<file path="config.mk">
export PLATFORM = sky130hd
export DESIGN_NAME = rc_low_pass_filter_serial
export DESIGN_NICKNAME = d
export VERILOG_FILES = /design/src/rtl/discrete_filter_pkg.sv /design/src/rtl/serial_mult_q16.sv /design/src/rtl/rc_low_pass_filter_serial.sv
export SDC_FILE = /design/constraint.sdc
export NUM_CORES = 1
export LEC_CHECK = 0
export ABC_AREA = 1
export CAP_MARGIN = 15
export CORE_MARGIN = 3
export CORE_UTILIZATION = 50
export DETAILED_ROUTE_END_ITERATION = 6
export PLACE_DENSITY = 0.69
export SYNTH_ARGS = -nofsm -noshare
export SYNTH_HDL_FRONTEND = slang
export SYNTH_SLANG_ARGS = --single-unit
</file>
<file path="constraint.sdc">
create_clock -name clk -period 2.4 [get_ports clk]
set_input_delay 0.36 -clock clk [delete_from_list [all_inputs] [get_ports clk]]
set_output_delay 0.36 -clock clk [all_outputs]
set_load 0.01 [all_outputs]
</file>
<file path="src/rtl/discrete_filter_pkg.sv">
// Shared types and helpers for the discrete-audio filter stages: alpha
// computation, FSM state encoding and 16-bit saturation.
package discrete_filter_pkg;

    localparam int SAMPLE_W = 16;

    typedef enum logic [1:0] {
        IDLE,
        MUL,
        ACC
    } lpf_state_e;

    // alpha = dt / (RC + dt) in Q16, with dt and RC both scaled by 2^32.
    function automatic logic [63:0] rc_alpha_q16(input logic [63:0] sample_rate,
                                                 input logic [63:0] r,
                                                 input logic [63:0] c_35_shifted);
        logic [63:0] dt32;
        logic [63:0] rc32;
        dt32 = 64'h1_0000_0000 / sample_rate;
        rc32 = (r * c_35_shifted) >> 3;
        return (dt32 << 16) / (rc32 + dt32);
    endfunction

    function automatic logic signed [15:0] sat16(input logic signed [17:0] v);
        if (v > 18'sd32767) begin
            return 16'sh7fff;
        end else if (v < -18'sd32768) begin
            return 16'sh8000;
        end else begin
            return v[15:0];
        end
    endfunction

endpackage

</file>
<file path="src/rtl/serial_mult_q16.sv">
// Serial shift-add multiplier: 17-bit signed multiplicand times a 16-bit
// unsigned constant, one multiplier bit per cycle over 16 cycles.
module serial_mult_q16 #(
    parameter logic [15:0] MULTIPLIER = 16'd612
) (
    input  logic               clk,
    input  logic               I_RST,
    input  logic               start,
    input  logic signed [16:0] multiplicand,
    output logic signed [32:0] product,
    output logic               done
);

    logic [3:0]         cnt_q;
    logic               running_q;
    logic signed [16:0] mcand_q;
    logic signed [32:0] acc_q;
    logic signed [32:0] addend;

    always_comb begin
        addend = {{16{mcand_q[16]}}, mcand_q} << cnt_q;
    end

    always_ff @(posedge clk) begin
        if (I_RST) begin
            cnt_q     <= '0;
            running_q <= 1'b0;
            mcand_q   <= '0;
            acc_q     <= '0;
        end else if (start) begin
            cnt_q     <= '0;
            running_q <= 1'b1;
            mcand_q   <= multiplicand;
            acc_q     <= '0;
        end else if (running_q) begin
            if (MULTIPLIER[cnt_q]) begin
                acc_q <= acc_q + addend;
            end
            cnt_q <= cnt_q + 4'd1;
            if (cnt_q == 4'd15) begin
                running_q <= 1'b0;
            end
        end
    end

    // Flags the last add step; product is final from the following cycle.
    assign done    = running_q && (cnt_q == 4'd15);
    assign product = acc_q;

endmodule

</file>
<file path="src/rtl/rc_low_pass_filter_serial.sv">
// First-order RC low-pass: out += alpha * (in - out), alpha in Q16, computed
// with a serial multiplier. Define RC_LPF_DITHER_EN to add LFSR dither to diff.
module rc_low_pass_filter_serial
    import discrete_filter_pkg::*;
#(
    parameter int unsigned SAMPLE_RATE  = 48000,
    parameter int unsigned R            = 47000,
    parameter int unsigned C_35_SHIFTED = 1615
) (
    input  logic                       clk,
    input  logic                       I_RST,
    input  logic                       audio_clk_en,
    input  logic signed [SAMPLE_W-1:0] in,
    output logic signed [SAMPLE_W-1:0] out,
    output logic                       out_valid,
    output logic                       busy,
    output logic                       overrun
);

    localparam logic [63:0] ALPHA64 =
        rc_alpha_q16(64'(SAMPLE_RATE), 64'(R), 64'(C_35_SHIFTED));
    localparam logic [15:0] ALPHA16 = ALPHA64[15:0];

    if (ALPHA64 == 64'd0 || ALPHA64 > 64'd65535) begin : g_alpha_check
        $error("rc_low_pass_filter_serial: ALPHA16 out of range");
    end

    lpf_state_e                 state_q, state_d;
    logic signed [SAMPLE_W-1:0] out_q, out_d;
    logic                       out_valid_q, out_valid_d;
    logic                       overrun_q, overrun_d;
    logic signed [16:0]         diff;
    logic                       mult_start;
    logic                       mult_done;
    logic signed [32:0]         mult_product;

`ifdef RC_LPF_DITHER_EN
    logic [7:0]         lfsr_q;
    logic signed [17:0] diff_wide;

    // x^8 + x^6 + x^5 + x^4 + 1, stepped once per sample strobe.
    always_ff @(posedge clk) begin
        if (I_RST) begin
            lfsr_q <= 8'h01;
        end else if (audio_clk_en) begin
            lfsr_q <= {lfsr_q[6:0], lfsr_q[7] ^ lfsr_q[5] ^ lfsr_q[4] ^ lfsr_q[3]};
        end
    end

    // Dither can push diff one step past the 17-bit range, so clamp it.
    always_comb begin
        diff_wide = {{2{in[15]}}, in} - {{2{out_q[15]}}, out_q}
                    + {16'd0, lfsr_q[7:6]} - 18'd2;
        if (diff_wide > 18'sd65535) begin
            diff = 17'sh0ffff;
        end else if (diff_wide < -18'sd65536) begin
            diff = 17'sh10000;
        end else begin
            diff = diff_wide[16:0];
        end
    end
`else
    always_comb begin
        diff = {in[15], in} - {out_q[15], out_q};
    end
`endif

    serial_mult_q16 #(
        .MULTIPLIER(ALPHA16)
    ) u_mult (
        .clk         (clk),
        .I_RST       (I_RST),
        .start       (mult_start),
        .multiplicand(diff),
        .product     (mult_product),
        .done        (mult_done)
    );

    always_comb begin
        state_d     = state_q;
        out_d       = out_q;
        out_valid_d = 1'b0;
        mult_start  = 1'b0;
        overrun_d   = overrun_q | (audio_clk_en && (state_q != IDLE));
        case (state_q)
            IDLE: begin
                if (audio_clk_en) begin
                    mult_start = 1'b1;
                    state_d    = MUL;
                end
            end
            MUL: begin
                if (mult_done) begin
                    state_d = ACC;
                end
            end
            ACC: begin
                // Arithmetic shift floors toward -inf.
                out_d = sat16(18'($signed({{2{out_q[15]}}, out_q}) + (mult_product >>> 16)));
                out_valid_d = 1'b1;
                state_d     = IDLE;
            end
            default: begin
                state_d = IDLE;
            end
        endcase
    end

    always_ff @(posedge clk) begin
        if (I_RST) begin
            state_q     <= IDLE;
            out_q       <= '0;
            out_valid_q <= 1'b0;
            overrun_q   <= 1'b0;
        end else begin
            state_q     <= state_d;
            out_q       <= out_d;
            out_valid_q <= out_valid_d;
            overrun_q   <= overrun_d;
        end
    end

    assign out       = out_q;
    assign out_valid = out_valid_q;
    assign busy      = (state_q != IDLE);
    assign overrun   = overrun_q;

endmodule

</file>
After elaboration in Yosys (flattened, before gate mapping)
Memory sizes are Yosys's and may differ from the RTL's. A register that Yosys moved wholly into a read port is not among the register bits. Cells that the tools add are included.

Input port bits: 19. Output and inout port bits: 19. Memories kept: 1. Word-level logic and storage cells: 44. Memory bits (read-only): 16. Register bits: 75.

Bitwise gates (word level): 1. Shift operators: 1. Mux-type cells: 14. $add $sub $neg: 4. Reduce and logical (&&, ||, !) cells: 7. Equality and inequality tests: 5. Order comparisons: 3.

Memories: (no name shown) (depth 16, bits a word 1, rd ports 1, clocked after memory_dff 1, wr ports 0, line serial_mult_q16.sv:36) `if (MULTIPLIER[cnt_q]) begin`.

Operator list (count): 33-bit adder (1); 33-bit by 4-bit << shifter with 33-bit output (1); 16-bit 2-to-1 mux (2); 16-bit by 17-bit adder with 18-bit output (1); 18-bit by 16-bit > comparator with 1-bit output, second input constant (1); 18-bit by 16-bit < comparator with 1-bit output, second input constant (1); 16-bit by 16-bit subtractor with 17-bit output (1); 4-bit 2-to-1 mux (2); 1-bit 2-to-1 mux (7); 4-bit by 5-bit < comparator with 1-bit output, second input constant (1); 4-bit by 1-bit adder with 4-bit output, second input constant (1); 4-bit == test, second input constant (1); 2-bit 2-to-1 mux (2); 2-bit inequality test, second input constant (2); 2-bit one-hot mux with 2 select lines (1); 2-bit AND reduction (2); 2-bit by 1-bit == test with 1-bit output, second input constant (1); 2-bit == test, second input constant (1); 1-bit logical AND (2); 2-bit zero test (1); 2-bit nonzero test (1); 2-bit OR reduction (1); 1-bit OR (1).

Logic depth before layout (Yosys ltp)
Word-level depth: 4. Depth in mapped cells: 23. Gate-level depth less buffers: 23.

Hierarchy
Synthesis repeated with hierarchy kept, for this count alone.

Cells, all modules: 1384. Area, all modules: 8034.0 µm².

Modules (own cells, without submodules): serial_mult_q16 (sequential area each 1121.1 µm², cells each 990, area each 5480.3 µm², times used 1); rc_low_pass_filter_serial (sequential area each 400.4 µm², cells each 394, area each 2553.7 µm², times used 1).

Worst setup path before layout
Ideal clock, no wire load.

Kind: register -> register. Start: register u_mult.cnt_q[0]. End: register u_mult.acc_q[31] (netlist: u_mult.product[31]). Data arrival time: 2.539 ns. Library setup time: 0.109 ns. Stages on the path, launching flop included: 21. Path slack: -0.248 ns. Path through: dfxtp_1 clkbuf_1 o21ai_0 inv_1 nand2_1 o21ai_0 inv_1 nand2_1 o21ai_0 nand2_1 o21ai_0 ha_1 nand2_1 nor2_1 nand2_1 o21ai_0 nand3_1 nand3_1 nand3_1 nand2_1 inv_1.

Cells in the longest elaborated chain, start to end: 2.

Ends and longest elaborated chain: start, declared (line serial_mult_q16.sv:14) `logic [3:0] cnt_q;`; start signal, assigned (line serial_mult_q16.sv:39) `cnt_q <= cnt_q + 4'd1;`; 33-bit by 4-bit << shifter with 33-bit output (line serial_mult_q16.sv:21) `addend = {{16{mcand_q[16]}}, mcand_q} << cnt_q;`; 33-bit adder (line serial_mult_q16.sv:37) `acc_q <= acc_q + addend;`; end signal, assigned (line serial_mult_q16.sv:37); end, declared (line serial_mult_q16.sv:17) `logic signed [32:0] acc_q;`.

Every way passes these cells. A chain may end at the register's enable or synchronous reset.

Final worst setup path
Start: register u_mult.cnt_q[0]. End: register u_mult.acc_q[29] (netlist: u_mult.product[29]).

The elaborated chain is that of the path after synthesis.

==> results_dict.tcl <==
set metrics [dict create \
    syn_to_final_growth_pct 50.85 \
    syn_inst 1208 \
    first_global_vias 7828 \
    synthArstFlopShare_pct 0 \
    portBuffers 37 \
    seqCellArea_um2 1529 \
    finalCriticalPeriod_ps 2864 \
    syn_avg_cell_area_um2 6.070 \
    grt_antenna_before_repair 0 \
    grt_util_all_layers_pct 29.01 \
    required_ps 2660 \
    rsz0062_at_grt "true" \
    post-dp-hpwl_um 17860 \
    wirelength_um 27100 \
    placed_cell_area_um2 8970 \
    post-route-period-util_pct 119.4 \
    pwr-share-seq_pct 30.5 \
    cts_max_level 3 \
    num_vias 8839 \
    nFillCells 973 \
    insertion_delay_ps 350 \
    cellLeakagePower_nw 5.167 \
    multiInputGateArea_um2 6479 \
    preCtsSetupSlack_ps -605.6 \
    design_area_um2 11060 \
    clockPowerShare_pct 36.3 \
    fmax_ghz 0.3491 \
    fp.dieArea_um2 16150 \
    antenna_left 0 \
    irDropWorstVdd_uv 370.9 \
    critical_path_class "register to register" \
    initial_core_util_pct 52.01 \
    powerDensity_nw_per_um2 399.9 \
    tightest_slew_ps 425.8 \
    cpPeakStageDelay_ps 390 \
    final_common_cell "nand2_1" \
    yosysWarnings 0 \
    drt_iter0_markers 673 \
    dp.cells 1543 \
    pin_count 38 \
    hold_viol 0 \
    clk_pin_slew_ps 70 \
    viasPerCell 5.598 \
    drive_gt1_share_pct 34.88 \
    wl_per_cell_um 17.16 \
    layout.nets 1484 \
    synthFlopType "dfxtp_1" \
    synth_edf_count 0 \
    cts_num_sinks 76 \
    power_switching_w 0.001438 \
    hold_class "register to register" \
    synth.distinct_cells 45 \
    clockBufferDepth 2 \
    endpoint_kind "register" \
    dr.pass1.iters 7 \
    combPwrFrac_pct 33.2 \
    antennaDiodeCount 0 \
    drc 0 \
    gp_congestion 0.9976 \
    fin_skew_ps 8.675 \
    p_sw_share_pct 32.50 \
    grt_pass1_wl_um 38140 \
    grt_max_degree 48 \
    root_buffer "clkbuf_16" \
    grt.overflow.total 0 \
    slew-limit-headroom_pct 71.58 \
    finalNonFillerCells 1579 \
    violations "negative setup slack" \
    cts_tree "built" \
    final_cell_mix "241 x nand2_1, 167 x inv_1, 144 x buf_4, 87 x nor2_1, 72 x dfxtp_1" \
    slowest_stage "dfxtp_4" \
    fp.coreArea_um2 14100 \
    ys_ff_latch 76 \
    crit_top_cell "nand3_1" \
    die_x_um 127.1 \
    die_h_um 127.1 \
    crit_path_cell_trace "buf_6, buf_6, nand2_4, o21ai_4, o21ai_2, inv_2, o21ai_4, nor2_2, ha_4, nand2_1, o21ai_2, a21oi_2, nand2_2, buf_4, nand3_1, nand3_1, nand3_1, nand2_1, inv_1" \
    cp.arrival_ps 3120 \
    worstSetupStartpointType "register" \
    critical_path_peak_fanout 6 \
    cts_inserted_buffers 9 \
    slew_violations 0 \
    setup-violations-final 27 \
    finalPower_w 0.004424 \
    maxCapViolations 0 \
    yosysSeqAreaShare_pct 20.75 \
    final_core_util_pct 78.47 \
    syn_nets 1298 \
    rows 43 \
    layout_setup_ws_ps -464.4 \
    intPower_w 0.002986 \
    mappedNetlistArea_um2 7332 \
    status "finished with violations" \
]
[worst max-delay path, delay by kind of cell, from the launching register on]
family	cells	cell delay [ps]
compound gates	5	780
simple gates	8	740
flops	1	390
fa+ha+maj	1	330
buf+inv	5	500
[through the flow]
stage,hold WS [ps],TNS [ps]
floorplan,443.1,-58.59
global placement,453.6,-12450
detailed placement,452.9,-13490
CTS,469.2,-6262
global route,495.4,-13400
finish,475.5,-9279
[flip-flops by register name, summed over array words and instances, names as in the netlist, named ones only]
name and flops:
out_valid 1, out 16, u_mult.cnt_q 4, state_q 2
u_mult.mcand_q 17, u_mult.running_q 1, overrun 1, u_mult.product 33
[routing by layer]
metal	share of wire, %	GRT usage (%)	routed length, µm
met4	4.6	10.47	1258
met3	6.1	4.515	1640
met2	47	48.01	12850
met5	0	0	0
met1	42	38.36	11350
[cells in the mapped netlist, types with 2 or more instances]
library cell	instances	area, µm²
nand2_1	299	1122
inv_1	178	668.1
o21ai_0	137	685.7
nor2_1	127	476.7
a21oi_1	80	400.4
dfxtp_1	76	1521
ha_1	68	850.8
nand3_1	58	290.3
xor2_1	25	219.0
clkbuf_1	23	86.33
a21oi_2	14	122.6
xnor2_1	13	113.9
nor3_1	11	55.05
o22ai_1	11	68.82
o21bai_1	9	67.56
a21o_1	8	60.06
nand2_2	8	50.05
nand4_1	7	43.79
buf_1	6	22.52
or2_2	5	31.28
a21boi_0	4	30.03
a31oi_1	3	18.77
and3_1	3	18.77
fa_1	3	60.06
nand3_2	3	30.03
nor4_1	3	18.77
o211ai_1	3	22.52
buf_2	2	10.01
inv_2	2	7.510
mux2i_1	2	20.02
o21a_1	2	15.01
o31ai_1	2	15.01
[layout make-up]
type / instances / share of cell area [%]
Multi-Input combinational cell: 916 / 58.57
Timing Repair Buffer: 208 / 16.19
Sequential cell: 76 / 13.82
Inverter: 183 / 6.290
Clock buffer: 10 / 2.070
Tap cell: 180 / 2.036
Clock inverter: 6 / 1.018
[logic make-up (layout without fill, tap and decap cells)]
| kind of cell | Yosys count | count (layout) | share of synthesized area (%) |
|---|---|---|---|
| compound gates | 275 | 275 | 20.82 |
| simple gates | 530 | 530 | 29.73 |
| flops | 76 | 76 | 20.75 |
| fa+ha+maj | 71 | 71 | 12.42 |
| buf+inv | 216 | 407 | 11.47 |
| xor+xnor | 38 | 38 | 4.539 |
| mux | 2 | 2 | 0.2730 |
[final timing paths]
kind / from / endpoint / slack [ps] / cells past startpoint
hold / removal: overrun / overrun / 480 / 2
hold reg to reg: overrun / overrun / 480 / 2
setup reg to reg: u_mult.cnt_q[0] / u_mult.product[29] / -460 / 19
setup / recovery: u_mult.cnt_q[0] / u_mult.product[29] / -460 / 19
[power by group through the flow]
stage / Combinational (W) / Sequential [W] / Clock, W
floorplan: 0.000567 / 0.00136 / 0
global placement: 0.000969 / 0.00137 / 0
detailed placement: 0.000980 / 0.00137 / 0
CTS: 0.00115 / 0.00134 / 0.00162
global route: 0.00158 / 0.00135 / 0.00168
finish: 0.00147 / 0.00135 / 0.00161
[timing repair]
action / in CTS / in global routing
resized for setup: 212 / 233
endpoints found under the hold margin: 0 / 0
hold buffers: 0 / 0
pin swaps: 58 / 87
buffers inserted: 9 / 13
endpoints found under the setup margin: 28 / 38
cloned: 1 / 1
Power figures use the tool's default switching activity.
